### src/rtl/key_pkg.sv
// ============================================================================
//  Module      : key_pkg
//  Description : Shared constants and helpers for the key debouncer slice.
//  Revision    : 1.0 - initial release
// ============================================================================
`default_nettype none

package key_pkg;

  // Board defaults: three HaHa KEY buttons, 10 ms filter at 50 MHz
  localparam int KEY_N_BTN           = 3;
  localparam int KEY_DB_CYCLES_50MHZ = 500000;
  localparam int KEY_CODE_W          = 2;

  // Width of an index into n items, never narrower than one bit
  function automatic int clog2_min1(input int n);
    return (n < 2) ? 1 : $clog2(n);
  endfunction

endpackage : key_pkg

`default_nettype wire

### src/rtl/key_debouncer_if.sv
// ============================================================================
//  Module      : key_debouncer_if
//  Description : Button-side bundle of the debouncer: raw pins in, clean
//                levels, edge pulses and encoded press events out.
//  Revision    : 1.0 - initial release
// ============================================================================
`default_nettype none

interface key_debouncer_if #(
  parameter int N_BTN  = key_pkg::KEY_N_BTN,
  parameter int CODE_W = key_pkg::KEY_CODE_W
);

  logic [N_BTN-1:0]  btn_raw;
  logic [N_BTN-1:0]  btn_level;
  logic [N_BTN-1:0]  btn_press;
  logic [N_BTN-1:0]  btn_release;
  logic              evt_valid;
  logic [CODE_W-1:0] evt_code;
  logic              evt_multi;

  // Consumer / stimulus side: drives pins, observes results
  modport master (
    output btn_raw,
    input  btn_level, btn_press, btn_release, evt_valid, evt_code, evt_multi
  );

  // Debouncer side
  modport slave (
    input  btn_raw,
    output btn_level, btn_press, btn_release, evt_valid, evt_code, evt_multi
  );

endinterface : key_debouncer_if

`default_nettype wire

### src/rtl/debounce_channel.sv
// ============================================================================
//  Module      : debounce_channel
//  Description : One button channel: 2-flop synchronizer, polarity
//                normalisation, stability counter, debounced level and
//                registered press/release pulses. i_inhibit_rise blocks a
//                0->1 transition and holds the counter at zero.
//  Revision    : 1.0 - initial release
// ============================================================================
`default_nettype none

module debounce_channel #(
  parameter int STABLE_CYCLES    = 500000,
  parameter int INPUT_ACTIVE_LOW = 1
) (
  input  wire  clk,
  input  wire  rst,             // asynchronous, active low
  input  wire  i_raw,
  input  wire  i_inhibit_rise,
  output logic o_rise_pending,  // a 0->1 flip would happen on the next edge
  output logic o_level,
  output logic o_press,
  output logic o_release
);

  localparam int       CNT_W        = $clog2(STABLE_CYCLES + 1);
  localparam logic [CNT_W-1:0] C_LIMIT = CNT_W'(STABLE_CYCLES - 1);
  localparam logic     RELEASED_RAW = (INPUT_ACTIVE_LOW != 0) ? 1'b1 : 1'b0;

  logic             r_sync1;
  logic             r_sync2;
  logic [CNT_W-1:0] r_cnt;
  logic             r_level;
  logic             r_press;
  logic             r_release;

  logic w_s;
  logic w_diff;
  logic w_at_limit;
  logic w_hold;
  logic w_toggle;

  // Normalise to active-high after the second flop
  assign w_s        = (INPUT_ACTIVE_LOW != 0) ? ~r_sync2 : r_sync2;
  assign w_diff     = w_s ^ r_level;
  assign w_at_limit = (r_cnt == C_LIMIT);
  // A blocked rise keeps the counter parked at zero
  assign w_hold     = w_diff & ~r_level & i_inhibit_rise;
  assign w_toggle   = w_diff & w_at_limit & ~w_hold;

  // Rise candidacy ignores the inhibit so the top can arbitrate without a loop
  assign o_rise_pending = w_diff & w_at_limit & ~r_level;

  // Two-stage synchronizer, reset to the released pin value
  always_ff @(posedge clk or negedge rst) begin
    if (!rst) begin
      r_sync1 <= RELEASED_RAW;
      r_sync2 <= RELEASED_RAW;
    end else begin
      r_sync1 <= i_raw;
      r_sync2 <= r_sync1;
    end
  end

  // Stability counter: any agreeing cycle restarts it; it never wraps
  always_ff @(posedge clk or negedge rst) begin
    if (!rst) begin
      r_cnt <= '0;
    end else if (!w_diff || w_hold || w_toggle) begin
      r_cnt <= '0;
    end else begin
      r_cnt <= r_cnt + 1'b1;
    end
  end

  // Debounced level and its one-cycle edge pulses, updated together
  always_ff @(posedge clk or negedge rst) begin
    if (!rst) begin
      r_level   <= 1'b0;
      r_press   <= 1'b0;
      r_release <= 1'b0;
    end else begin
      r_level   <= r_level ^ w_toggle;
      r_press   <= w_toggle & ~r_level;
      r_release <= w_toggle & r_level;
    end
  end

  assign o_level   = r_level;
  assign o_press   = r_press;
  assign o_release = r_release;

endmodule : debounce_channel

`default_nettype wire

### src/rtl/key_debouncer.sv
// ============================================================================
//  Module      : key_debouncer
//  Description : N_BTN debounce channels plus press-event encoding
//                (valid / lowest-index code / multi flag).
//                Optional build macro KEYDB_LOCKOUT_EN: while any level is
//                high no other channel may rise; simultaneous rises resolve
//                to the lowest index and evt_multi is tied low.
//  Revision    : 1.0 - initial release
// ============================================================================
`default_nettype none

module key_debouncer
  import key_pkg::*;
#(
  parameter int N_BTN            = KEY_N_BTN,
  parameter int STABLE_CYCLES    = KEY_DB_CYCLES_50MHZ,
  parameter int INPUT_ACTIVE_LOW = 1
) (
  input  wire            clk,
  input  wire            rst,   // asynchronous, active low
  key_debouncer_if.slave bus
);

  localparam int CODE_W = clog2_min1(N_BTN);

  logic [N_BTN-1:0]  w_pending;
  logic [N_BTN-1:0]  w_inhibit;
  logic [N_BTN-1:0]  w_rise_go;
  logic [N_BTN-1:0]  w_level;
  logic [N_BTN-1:0]  w_press;
  logic [N_BTN-1:0]  w_release;
  logic [CODE_W-1:0] w_code;
  logic              w_seen;
  logic              w_multi;
  logic              w_multi_en;

  logic              r_evt_valid;
  logic [CODE_W-1:0] r_evt_code;
  logic              r_evt_multi;

  for (genvar gi = 0; gi < N_BTN; gi++) begin : g_ch
    debounce_channel #(
      .STABLE_CYCLES    (STABLE_CYCLES),
      .INPUT_ACTIVE_LOW (INPUT_ACTIVE_LOW)
    ) u_ch (
      .clk            (clk),
      .rst            (rst),
      .i_raw          (bus.btn_raw[gi]),
      .i_inhibit_rise (w_inhibit[gi]),
      .o_rise_pending (w_pending[gi]),
      .o_level        (w_level[gi]),
      .o_press        (w_press[gi]),
      .o_release      (w_release[gi])
    );
  end

`ifdef KEYDB_LOCKOUT_EN
  logic w_lower;

  // Block rises while any button is held, and let only the lowest candidate win
  always_comb begin
    w_inhibit = '0;
    w_lower   = 1'b0;
    for (int i = 0; i < N_BTN; i++) begin
      w_inhibit[i] = (|w_level) | w_lower;
      w_lower      = w_lower | w_pending[i];
    end
  end

  assign w_multi_en = 1'b0;
`else
  assign w_inhibit  = '0;
  assign w_multi_en = 1'b1;
`endif

  // Channels that will show a new 1-level on the next edge
  assign w_rise_go = w_pending & ~w_inhibit;

  // Lowest-index encode and more-than-one detect over next-cycle presses
  always_comb begin
    w_code  = '0;
    w_seen  = 1'b0;
    w_multi = 1'b0;
    for (int i = 0; i < N_BTN; i++) begin
      if (w_rise_go[i]) begin
        if (w_seen) begin
          w_multi = 1'b1;
        end else begin
          w_code = CODE_W'(i);
          w_seen = 1'b1;
        end
      end
    end
  end

  // Event outputs register on the same edge as the press pulses
  always_ff @(posedge clk or negedge rst) begin
    if (!rst) begin
      r_evt_valid <= 1'b0;
      r_evt_code  <= '0;
      r_evt_multi <= 1'b0;
    end else begin
      r_evt_valid <= w_seen;
      r_evt_multi <= w_multi & w_multi_en;
      if (w_seen) begin
        r_evt_code <= w_code;
      end
    end
  end

  assign bus.btn_level   = w_level;
  assign bus.btn_press   = w_press;
  assign bus.btn_release = w_release;
  assign bus.evt_valid   = r_evt_valid;
  assign bus.evt_code    = r_evt_code;
  assign bus.evt_multi   = r_evt_multi;

endmodule : key_debouncer

`default_nettype wire
### src/flat_wrapper.sv
// flat-port wrapper written by rule: the top's interface ports become plain ports
module key_debouncer_flat import key_pkg::*;
#(
  parameter int N_BTN            = KEY_N_BTN,
  parameter int STABLE_CYCLES    = KEY_DB_CYCLES_50MHZ,
  parameter int INPUT_ACTIVE_LOW = 1
)
  (clk, rst, bus_btn_raw, bus_btn_level, bus_btn_press, bus_btn_release, bus_evt_valid, bus_evt_code, bus_evt_multi);
  key_debouncer_if #(.N_BTN(N_BTN)) bus_i ();
  input  wire clk;
  input  wire rst;
  input wire logic [$bits(bus_i.btn_raw)-1:0] bus_btn_raw;
  output wire logic [$bits(bus_i.btn_level)-1:0] bus_btn_level;
  output wire logic [$bits(bus_i.btn_press)-1:0] bus_btn_press;
  output wire logic [$bits(bus_i.btn_release)-1:0] bus_btn_release;
  output wire logic [$bits(bus_i.evt_valid)-1:0] bus_evt_valid;
  output wire logic [$bits(bus_i.evt_code)-1:0] bus_evt_code;
  output wire logic [$bits(bus_i.evt_multi)-1:0] bus_evt_multi;
  assign bus_i.btn_raw = bus_btn_raw;
  assign bus_btn_level = bus_i.btn_level;
  assign bus_btn_press = bus_i.btn_press;
  assign bus_btn_release = bus_i.btn_release;
  assign bus_evt_valid = bus_i.evt_valid;
  assign bus_evt_code = bus_i.evt_code;
  assign bus_evt_multi = bus_i.evt_multi;
  key_debouncer #(.N_BTN(N_BTN), .STABLE_CYCLES(STABLE_CYCLES), .INPUT_ACTIVE_LOW(INPUT_ACTIVE_LOW)) u_core (.clk(clk), .rst(rst), .bus(bus_i));
endmodule
### config.mk
export PLATFORM = sky130hd
export DESIGN_NAME = key_debouncer_flat
export DESIGN_NICKNAME = d
export VERILOG_FILES = /design/src/rtl/key_pkg.sv /design/src/rtl/key_debouncer_if.sv /design/src/rtl/debounce_channel.sv /design/src/rtl/key_debouncer.sv /design/src/flat_wrapper.sv
export SDC_FILE = /design/constraint.sdc
export NUM_CORES = 1
export LEC_CHECK = 0
export CAP_MARGIN = 25
export CORE_ASPECT_RATIO = 0.6
export CORE_MARGIN = 4
export CORE_UTILIZATION = 59
export DETAILED_ROUTE_END_ITERATION = 7
export GPL_TIMING_DRIVEN = 0
export PLACE_DENSITY = 0.78
export SYNTH_ARGS = -nofsm -noshare
export SYNTH_HDL_FRONTEND = slang
export SYNTH_SLANG_ARGS = --single-unit
### constraint.sdc
create_clock -name clk -period 2.74 [get_ports clk]
set_input_delay 0.274 -clock clk [delete_from_list [all_inputs] [get_ports clk]]
set_output_delay 0.274 -clock clk [all_outputs]
set_load 0.02 [all_outputs]
* After elaboration in Yosys (flattened, before gate mapping) *
Index checks and enable logic that the tools add are counted.

storage, ports and cells
  flip-flop bits (word level) = 76
  bits of input ports = 5
  output and inout port bits = 13
  logic and storage cells = 68

cells by class
  add/subtract/negate cells = 3
  eq/ne operators = 3
  muxes and demuxes = 14
  bitwise gates (word level) = 21
  reduce and logical (&&, ||, !) cells = 6

operator list
  kind                                                             number
  19-bit by 1-bit adder with 19-bit output, second input constant  3
  19-bit equality test, second input constant                      3
  19-bit two-way mux                                               3
  1-bit bitwise AND                                                9
  1-bit two-way mux                                                8
  2-bit two-way mux                                                3
  1-bit NOT                                                        6
  1-bit XOR                                                        6
  1-bit zero test                                                  3
  1-bit logical OR                                                 3

* Longest topological paths before layout *
  depth after elaboration = 9
  mapped depth = 9
  gate-level depth less buffers = 9

* By module *
Synthesis repeated with hierarchy kept, for this count alone.

second synthesis, totals
  cell total of the unflattened synthesis = 354
  area total of the unflattened synthesis = 3627.2 um^2

by module, submodules not included
  module            times used  cells an instance  area each (um^2)  seq. area each (um^2)
  debounce_channel  3           114                1161.1            603.1
  key_debouncer     1           12                 143.9             100.1

* Worst setup path after synthesis *
Ideal clock, no wire load.

  path kind = reg-to-reg
  start point = register u_core.g_ch[1].u_ch.r_cnt[7]
  end point = register u_core.r_evt_multi (netlist: u_core.bus.evt_multi)
  setup time = 67 ps
  arrival time = 1896 ps
  data required time = 2673 ps
  slack = 778 ps
  cell stages (with the launch flop) = 7
  path buffers = 0
  clock period less this slack = 1962 ps
  cells stage by stage = dfrtp_1 or4b_2 nor4_1 nand3_1 nor2_1 ha_1 maj3_1

between the ends
  cells in the longest elaborated chain, start to end = 6
  elaborated cells on any way between the ends = 7
  classes of those cells = 1 x eq/ne; 4 x mux; 2 x bitwise

ends and longest elaborated chain
  what                                          line                    text
  start: declaration                            debounce_channel.sv:31  logic [CNT_W-1:0] r_cnt;
  start signal: assignment                      debounce_channel.sv:71  r_cnt <= r_cnt + 1'b1;
  19-bit equality test (*)                      debounce_channel.sv:45  assign w_at_limit = (r_cnt == C_LIMIT);
  1-bit bitwise AND (*) (2 in series)           debounce_channel.sv:51  assign o_rise_pending = w_diff & w_at_limit & ~r_level;
  named net u_core.g_ch[1].u_ch.o_rise_pending  debounce_channel.sv:19  output logic o_rise_pending,
  1-bit two-way mux                             key_debouncer.sv:85     if (w_rise_go[i]) begin
  1-bit two-way mux                             key_debouncer.sv:86     if (w_seen) begin
  1-bit two-way mux (*)                         key_debouncer.sv:85
  named net u_core.w_multi                      key_debouncer.sv:34     logic w_multi;
  end signal: assignment                        key_debouncer.sv:104    r_evt_multi <= w_multi & w_multi_en;
  end: declaration                              key_debouncer.sv:39     logic r_evt_multi;

Mark *: on every way through the listed nets, which the timed path passes. The rest lies on a longest branch.
A chain may end at the register's enable or synchronous reset.

* Final worst setup path *
  start point = register u_core.g_ch[0].u_ch.r_cnt[0]
  end point = register u_core.g_ch[0].u_ch.r_cnt[6]

between the ends
  cells in the longest elaborated chain, start to end = 4
  elaborated cells on any way between the ends = 5
  classes of those cells = 1 x add/sub; 1 x eq/ne; 1 x mux; 1 x bitwise; 1 x reduce/logical

ends and longest elaborated chain
  what                                                                              line                    text
  start: declaration                                                                debounce_channel.sv:31
  start signal: assignment                                                          debounce_channel.sv:71
  branches (longest 3 deep; another with 19-bit by 1-bit adder with 19-bit output)  -
  19-bit two-way mux (*)                                                            debounce_channel.sv:68  end else if (!w_diff || w_hold || w_toggle) begin

Every way passes the cells marked *.

==> metrics.txt <==
top_reg_cell synth=dfrtp_1; largest cells by area after synthesis=dfrtp_1, xnor2_1, nor2_1; Max Clock Freq=409 MHz; worst clock skew=0.00705 ns; fin crit share=89.3%; number of global-route vias before repair=2342; Final Hold Viols=0; Clock Tree Root=clkbuf_8; total CTS buffers=9; Slew @ Worst Pin=0.875 ns; placed wire-length estimate=4720 um; met3 WL=420 um; Synth Cell Area=0.00357 mm2; cell area after layout=0.00402 mm2; Final setup violation count=0; share of layout cells above drive strength 1=11.6%; drt total wl=6580 um; Worst R2R Path Depth=6; critical path arrival=2.66 ns; Avg Cell Area, Syn=10.3 um2; Net Switching=0.429 mW; RSZ-0062 raised after global routing=no; Setup CP Type=register to register; Top Layer Used=met4; TritonCTS clock tree=built; multi-input logic area=0.00149 mm2; EDFF count, synth=0; Worst-path clk slew=0.07 ns; register share of total power=60.2%; register area=0.00191 mm2; Vias/cell=5.66; Cells after Synth=347; total congestion overflow=0; drt wl/cell=14.3 um; sequential share of the synthesized area=53.5%; Net Sw Frac=22.4%; GPL Wtd Cong=0.882; Synthesized Nets=361; Critical Path Source Type=register; die area=0.00740 mm2; Combinational Power Share=3.9%; die width=108 um; diode count=0; DRT Pass-1 Iters=4; Total GRT Usage=20.7%; first-pass GRT wire length=11200 um; Final Max Tran Viols=0; setup TNS=0 ns; H-tree depth=3; post-route ant nets=0; count leader, synth=dfrtp_1; CP max FO=10; LEAKAGE=1.71 nW; Worst setup EP type=register; Synth Register Bits=76; num rows=21; number of port buffers=17; worst skew pair latency=0.34 ns; via count=2603; Commonest cells post-synth=dfrtp_1, nor2_1, xnor2_1; Starting Density=62.6%; dpl cell area=0.00386 mm2; minimum clock period=2.45 ns; Ports=18; area share of the largest cell type after synthesis=49.1%; Hold Crit Class=input port to asynchronous set/reset pin; Met2 Wirelength=2660 um; Slew headroom=41.3%; Total Power=1.92 mW; Max Root-Sink Buffers=2; post-synth cell types=38; Area Overhead vs Synth=12.7%; Post-route DRC=0; area of the core=0.00570 mm2; Pwr per Cell Area=477 mW/mm2; initial DRC count=158; largest net degree at the start of global routing=65; Sink Count=76; die span in y=68.2 um; internal power=1.49 mW; Max IR drop VDD=0.328 mV; Nets=390; Metal-1 WL=3390 um; Clk pwr share=35.8%; asr flop ratio synth=100%; Fillers=406; status=finished clean; yosys warns=0; max_cap viols=0; Data required, critical path=2.95 ns; initial antenna violation count=0; largest area contributor in the netlist=dfrtp_1
-- power groups by stage --
stage	combinational (mW)	sequential, mW	clock [mW]
2_1_floorplan	0.0352	1.17	0
3_3_place_gp	0.0707	1.17	0
3_5_place_dp	0.0768	1.18	0
4_1_cts	0.0781	1.15	0.718
5_1_grt	0.0876	1.16	0.768
6_report	0.0752	1.15	0.686
-- layout by cell type, fill, tap and decap left out, types with 2 or more instances in the layout --
| master | count |
|---|---|
| nand2_1 | 20 |
| o21ai_0 | 7 |
| clkinv_2 | 3 |
| nor2_1 | 51 |
| or3_1 | 8 |
| o31ai_1 | 5 |
| clkdlybuf4s50_1 | 16 |
| dfrtp_1 | 70 |
| dfstp_2 | 6 |
| xor2_1 | 19 |
| or2_2 | 2 |
| a31o_2 | 3 |
| and4_1 | 6 |
| clkbuf_1 | 5 |
| buf_4 | 12 |
| nand3_1 | 16 |
| nand4_1 | 16 |
| ha_1 | 9 |
| clkbuf_8 | 9 |
| or4_1 | 5 |
| a21oi_1 | 14 |
| nor4_1 | 12 |
| xnor2_1 | 22 |
| and3_1 | 2 |
| nor3_1 | 8 |
| inv_1 | 17 |
| buf_2 | 2 |
-- cells by family (layout without fill, tap and decap cells) --
family                     after synthesis  count (layout)  synth area share [%]
and+or+nand+nor                        155             155                  22.7
DFF                                     76              76                  53.5
xor gates and xnor gates                41              41                  10.1
buffers and inverters                   33              66                  4.70
AOI/OAI and AO/OA                       32              32                  5.61
adders and majority gates               10              10                  3.44
-- critical path, cell delays in order (launching register included) --
cell	delay, ns
dfrtp_1	0.38
ha_1	0.21
and4_1	0.31
nand2_1	0.13
o31ai_2	0.76
clkbuf_1	0.42
nor2_1	0.10
-- layout make-up --
class | count | share of cell area, %
sequential | 76 | 47.5
timing repair buffer | 19 | 5.11
inverter | 17 | 1.59
clock buffer | 12 | 3.36
tap | 80 | 2.49
multi-input combinational | 238 | 37.1
clock inverter | 3 | 0.374
buffer | 15 | 2.49
-- through the flow --
stage               setup WS [ns]  hold slack [ns]  cells  utilization, %
global placement            -1.19            0.347    444            67.3
global route               0.0858            0.304    460            70.5
floorplan                   0.778          -0.0216    347               -
CTS                         0.255            0.293    461            70.6
detailed placement          0.262            0.139    445            67.7
finish                      0.293            0.314    460            70.5
-- final timing paths --
kind	from	slack [ns]	endpoint
setup reg to reg	u_core.g_ch[0].u_ch.r_cnt[0]	0.29	u_core.g_ch[0].u_ch.r_cnt[6]
max in group asynchronous	rst	1.83	u_core.g_ch[2].u_ch.r_sync2
setup / recovery	u_core.g_ch[0].u_ch.r_cnt[0]	0.29	u_core.g_ch[0].u_ch.r_cnt[6]
hold / removal	rst	0.31	u_core.g_ch[1].u_ch.r_cnt[1]
min in group clk	bus_btn_raw[0]	0.33	u_core.g_ch[0].u_ch.r_sync1
hold reg to reg	u_core.g_ch[0].u_ch.r_sync1	0.36	u_core.g_ch[0].u_ch.r_sync2
-- state kept, by name (all words and copies together) (netlist names) --
register,count
u_core.g_ch.u_ch.r_sync2,3
u_core.g_ch.u_ch.r_sync1,3
u_core.g_ch.u_ch.o_level,3
u_core.bus.evt_multi,1
u_core.bus.evt_valid,1
u_core.g_ch.u_ch.r_cnt,57
u_core.g_ch.u_ch.o_press,3
u_core.g_ch.u_ch.o_release,3
u_core.bus.evt_code,2
-- metal layers --
layer / up-vias / GRT usage [%]
met4: 0 / 9.45
li1: 1263 / -
met1: 1256 / 30.4
met5: - / 0
met2: 72 / 27.7
met3: 12 / 6.88
-- repair_timing --
item,CTS,global route
resized for setup,0,0
setup buffers,0,0
hold buffers,1,0
hold endpoints to repair,12,0
setup endpoints to repair,0,3
Note: power is estimated with default switching activity, not from simulation.
